<file path="src/rtl/cnn_mac_pkg.sv">
// rtl/cnn_mac_pkg.sv - default widths, saturation bounds and signed types for the MAC/requant lane
package cnn_mac_pkg;

    localparam int PROD_WIDTH = 24;
    localparam int ACC_WIDTH  = 32;
    localparam int OUT_WIDTH  = 16;

    localparam int SAT_MAX = (1 << (OUT_WIDTH - 1)) - 1;
    localparam int SAT_MIN = -(1 << (OUT_WIDTH - 1));

    typedef logic signed [PROD_WIDTH-1:0] prod_t;
    typedef logic signed [ACC_WIDTH-1:0]  acc_t;
    typedef logic signed [OUT_WIDTH-1:0]  act_t;

endpackage

</file>
<file path="src/rtl/cnn_requant_sat.sv">
// rtl/cnn_requant_sat.sv - arithmetic shift, saturate and optional ReLU (CNN_MAC_RELU_EN)
module cnn_requant_sat
    import cnn_mac_pkg::*;
#(
    parameter int ACC_WIDTH = cnn_mac_pkg::ACC_WIDTH,
    parameter int OUT_WIDTH = cnn_mac_pkg::OUT_WIDTH,
    parameter int SHIFT     = 8
) (
    input  logic signed [ACC_WIDTH-1:0] final_sum,
    output logic signed [OUT_WIDTH-1:0] result
);

    // Bounds are held at accumulator width so the comparison sees the full shifted value.
    localparam logic signed [ACC_WIDTH-1:0] HI = ACC_WIDTH'((64'sd1 <<< (OUT_WIDTH - 1)) - 64'sd1);
    localparam logic signed [ACC_WIDTH-1:0] LO = ~HI;

    logic signed [ACC_WIDTH-1:0] shifted;
    logic signed [OUT_WIDTH-1:0] sat;

    always_comb begin
        shifted = final_sum >>> SHIFT;
        if (shifted > HI) begin
            sat = HI[OUT_WIDTH-1:0];
        end else if (shifted < LO) begin
            sat = LO[OUT_WIDTH-1:0];
        end else begin
            sat = shifted[OUT_WIDTH-1:0];
        end
`ifdef CNN_MAC_RELU_EN
        result = sat[OUT_WIDTH-1] ? '0 : sat;
`else
        result = sat;
`endif
    end

endmodule

</file>
<file path="src/rtl/cnn_mac_requant.sv">
// rtl/cnn_mac_requant.sv - windowed product accumulator with bias, requant and valid/ready output
module cnn_mac_requant
    import cnn_mac_pkg::*;
#(
    parameter int PROD_WIDTH = cnn_mac_pkg::PROD_WIDTH,
    parameter int ACC_WIDTH  = cnn_mac_pkg::ACC_WIDTH,
    parameter int OUT_WIDTH  = cnn_mac_pkg::OUT_WIDTH,
    parameter int KERNEL_LEN = 25,
    parameter int SHIFT      = 8
) (
    input  logic                         clk,
    input  logic                         reset,
    input  logic                         in_valid,
    input  logic signed [PROD_WIDTH-1:0] in_data,
    input  logic signed [ACC_WIDTH-1:0]  bias,
    output logic                         ce_out,
    output logic                         out_valid,
    input  logic                         out_ready,
    output logic signed [OUT_WIDTH-1:0]  out_data,
    output logic                         busy
);

    localparam int CNT_W = (KERNEL_LEN > 1) ? $clog2(KERNEL_LEN) : 1;
    localparam logic [CNT_W-1:0] LAST = CNT_W'(KERNEL_LEN - 1);

    logic [CNT_W-1:0]            cnt;
    logic signed [ACC_WIDTH-1:0] acc;
    logic signed [ACC_WIDTH-1:0] ext;
    logic signed [ACC_WIDTH-1:0] sum;
    logic signed [OUT_WIDTH-1:0] requant;
    logic                        accept;
    logic                        is_last;

    // Stalling the multiplier is the only backpressure path, so ce must react to out_ready combinationally.
    assign ce_out  = ~out_valid | out_ready;
    assign accept  = in_valid & ce_out;
    assign is_last = (cnt == LAST);
    assign ext     = ACC_WIDTH'(in_data);
    assign sum     = ((cnt == '0) ? bias : acc) + ext;
    assign busy    = (cnt != '0);

    cnn_requant_sat #(
        .ACC_WIDTH (ACC_WIDTH),
        .OUT_WIDTH (OUT_WIDTH),
        .SHIFT     (SHIFT)
    ) u_requant (
        .final_sum (sum),
        .result    (requant)
    );

    always_ff @(posedge clk or posedge reset) begin
        if (reset) begin
            cnt       <= '0;
            acc       <= '0;
            out_valid <= 1'b0;
            out_data  <= '0;
        end else begin
            if (out_valid && out_ready) begin
                out_valid <= 1'b0;
            end
            if (accept) begin
                acc <= sum;
                if (is_last) begin
                    cnt       <= '0;
                    out_valid <= 1'b1;
                    out_data  <= requant;
                end else begin
                    cnt <= cnt + 1'b1;
                end
            end
        end
    end

endmodule
</file>
<file path="config.mk">
export PLATFORM = sky130hd
export DESIGN_NAME = cnn_mac_requant
export DESIGN_NICKNAME = d
export VERILOG_FILES = /design/src/rtl/cnn_mac_pkg.sv /design/src/rtl/cnn_requant_sat.sv /design/src/rtl/cnn_mac_requant.sv
export SDC_FILE = /design/constraint.sdc
export NUM_CORES = 1
export LEC_CHECK = 0
export ABC_AREA = 1
export CORE_ASPECT_RATIO = 0.9
export CORE_UTILIZATION = 43
export DETAILED_ROUTE_END_ITERATION = 6
export PLACE_DENSITY = 0.69
export SLEW_MARGIN = 30
export SYNTH_ARGS = -nofsm -noshare
export SYNTH_HDL_FRONTEND = slang
export SYNTH_SLANG_ARGS = --single-unit
</file>
<file path="constraint.sdc">
create_clock -name clk -period 3.4 [get_ports clk]
set_input_delay 0.34 -clock clk [delete_from_list [all_inputs] [get_ports clk]]
set_output_delay 0.34 -clock clk [all_outputs]
set_load 0.03 [all_outputs]
</file>
==> results.ini <==
[layout]
areaGrowthSynthToFinish_pct = 53.0
nets = 1032
fillers = 928
layout.cells.non_filler = 1094
drive_gt1_share_pct = 31.4
seq_area_mm2 = 0.00135
multiInputGateArea_mm2 = 0.00400
fin_area_mm2 = 0.00767
utilization_pct = 67.3
diodes = 0

[sta]
rsz0062_at_grt = true
post-route-period-util_pct = 103
fmaxAchievable_mhz = 286
finalMaxSlewViolations = 0
relSlewSlack_pct = 56.5
layout_setup_ws_ps = -97.3
holdWs_ps = 401
finClkSkew_ps = 11.2
hold_viol = 0
tightest_slew_ps = 652
fin_crit_ps = 3500
setup_violations = 16

[yosys]
yosysUniqueCellTypes = 34
synth_most_common_cell = nand2_1
ys_warn_count = 0
synth.area.top_cells = dfrtp_1, nand2_1, inv_1, ha_1, mux2_2
synth_top_cell_area_share_pct = 27.0
syn_inst = 787
synth.largest_area_cell = dfrtp_1
ys_ff_latch = 54
netlist_area_mm2 = 0.00501
synth_fp_nets = 882
synth_commonest_cells = nand2_1, inv_1, dfrtp_1
synth_seq_area_share_pct = 27.0
synthArstFlopShare_pct = 100
synth_edf_count = 0
ys.flop_type = dfrtp_1
avgSynthCellArea_um2 = 6.37

[die]
start_util_pct = 44.0
rows = 37
fp.dieW_um = 116
die_h_um = 104
ioPinCount = 79
dieArea_mm2 = 0.0121
core-area_mm2 = 0.0114

[cts]
clockBufferDepth = 2
htreeDepth = 2
clkTransAtPathRegs_ps = 90
cts_num_sinks = 54
cts_tree = built
clk_latency_ps = 310
numCtsBuffers = 5
root_buffer = clkbuf_16

[detailed_routing]
routed_wl_mm = 16.8
drtPass1Iterations = 5
via_per_inst = 5.00
dr_total_vias = 5465
drtAntennaViolNets = 0
first_iter_violations = 298
drc_errors = 0
post_drt_wl_per_cell_um = 15.3

[setup_path]
arrival_ps = 3690
r2r_cells = 20
crit_chain = inv_2 > ha_4 > nand4_4 > clkbuf_16 > mux2_4 > ha_4 > nand2_2 > nand2_2 > a21oi_4 > nand2_2 > a21oi_2 > nand2_2 > a21oi_4 > xor2_4 > buf_12 > inv_4 > nand2_4 > nand2_1 > nand2_1 > nand2_1
path_max_fanout = 8
path_class = flip-flop to flip-flop
start_kind = flip-flop
cpMostUsedCell = nand2_2
worst-path-buf-inv = 4
r2r_slack_ps = -100
endpoint_kind = flip-flop
crit_required_ps = 3590
critPathTopFamily = simple AND/OR/NAND/NOR gates
reg2reg_from = cnt[0]$_DFFE_PP0P_
slowest_delay_ps = 390
r2r_end = out_data[8]$_DFFE_PP0P_
crit_path_top_delay_cell = dfrtp_1

[place]
place_inst = 1073
gp_congestion = 0.904
dp_hpwl_mm = 11.0
io_buffers = 78
post_dp_cell_area_mm2 = 0.00643

[power_and_ir_drop]
p_sw_share_pct = 50.4
leakagePower_nw = 3.95
p_switching_mw = 4.38
seqPwrFrac_pct = 12.9
powerDensity_mw_per_mm2 = 1130
vdd_drop_max_mv = 0.439
p_clk_share_pct = 7.3
intPower_mw = 4.32
combPwrFrac_pct = 79.8

[global_routing]
track_usage_pct = 24.0
grt_pass1_wl_mm = 23.0
grt_start_max_net_pins = 32
grt_pass1_vias = 4833
grt_overflow = 0
antenna_found_initial = 0

[job]
cap_violations = 0

[min_path]
hp-class = input pin to async pin

[status]
violations = negative setup slack
outcome = finished with violations

-- final cells by class --
type	count	area share [%]
clock inverters	3	0.636
multi-input cells	588	52.2
well taps	156	2.55
repair buffers	155	18.8
flip-flops and latches	54	17.6
clock buffers	5	1.63
inverters	133	6.54
-- sequential cells by signal (all words and copies together) (netlist names) --
name / count
out_valid: 1
cnt: 5
acc: 32
out_data: 16
-- power groups by stage --
stage	sequential [mW]	clock [mW]	combinational, mW
floorplan	1.26	0	3.19
global placement	1.11	0	4.97
detailed placement	1.12	0	5.00
CTS	1.11	0.637	5.21
global route	1.16	0.661	7.52
finish	1.13	0.634	6.94
-- cells by family (layout without fill, tap and decap cells) --
group,after synthesis,after routing,synth area share (%)
compound gates,50,50,5.69
simple gates,447,449,36.0
mux,31,31,6.97
xor+xnor,23,23,4.17
fa+ha+maj,35,35,8.89
flops,54,54,27.0
buf+inv,147,296,11.3
-- cells in the final DEF (no fill, tap or decap), types with 4 or more instances in the layout --
cell / n
nand2_1: 286
inv_1: 115
clkdlybuf4s50_1: 78
buf_4: 67
nand2_2: 56
dfrtp_1: 54
ha_4: 29
o21ai_0: 24
nor2_1: 22
mux2_2: 22
nand2_4: 20
nand3_1: 18
inv_2: 16
nor2_2: 16
xor2_1: 14
nor2_4: 10
mux2_4: 9
xnor2_1: 8
a21oi_2: 8
clkbuf_16: 7
nor3_1: 6
a21oi_1: 5
buf_6: 5
nand3_2: 4
-- worst register-to-register path, stage by stage (launching register included) --
cell and delay [ps]:
dfrtp_1 390, inv_2 90, ha_4 150, nand4_4 260, clkbuf_16 280, mux2_4 320
ha_4 290, nand2_2 70, nand2_2 70, a21oi_4 200, nand2_2 90, a21oi_2 180
nand2_2 100, a21oi_4 210, xor2_4 190, buf_12 150, inv_4 60, nand2_4 110
nand2_1 70, nand2_1 70, nand2_1 50
-- layer usage --
metal	up-vias	wire length [um]	GRT usage, %
li1	2697	-	-
met1	2482	7340	35.3
met2	234	7870	37.8
met3	52	1110	2.91
met4	0	469	4.12
met5	-	0	0
-- how the worst max path moves through the flow --
stage	from	end	slack, ps	cells after the start
after floorplan	cnt[0]$_DFFE_PP0P_	out_data[8]$_DFFE_PP0P_	3	24
after global placement	cnt[0]$_DFFE_PP0P_	out_data[11]$_DFFE_PP0P_	-120	22
after detailed placement	cnt[0]$_DFFE_PP0P_	out_data[0]$_DFFE_PP0P_	-180	22
after CTS	cnt[0]$_DFFE_PP0P_	out_data[0]$_DFFE_PP0P_	3	22
after global routing	cnt[0]$_DFFE_PP0P_	out_data[2]$_DFFE_PP0P_	-230	24
final	cnt[0]$_DFFE_PP0P_	out_data[8]$_DFFE_PP0P_	-100	20
-- metrics by stage --
| step | power [mW] | setup TNS [ps] | setup slack [ps] |
|---|---|---|---|
| after detailed placement | 6.11 | -2470 | -180 |
| after floorplan | 4.45 | 0 | 3.20 |
| after CTS | 6.96 | 0 | 2.63 |
| final | 8.70 | -1080 | -97.3 |
| after global routing | 9.34 | -3320 | -231 |
| after global placement | 6.08 | -1680 | -115 |
-- timing repair --
| item | CTS | global route |
|---|---|---|
| pin swaps | 2 | 54 |
| setup buffers | 0 | 8 |
| gates resized for setup | 16 | 186 |
| gates cloned | 1 | 4 |
| endpoints found under the setup margin | 15 | 16 |
| hold buffers | 0 | 0 |
Note: power is estimated with default switching activity, not from simulation.
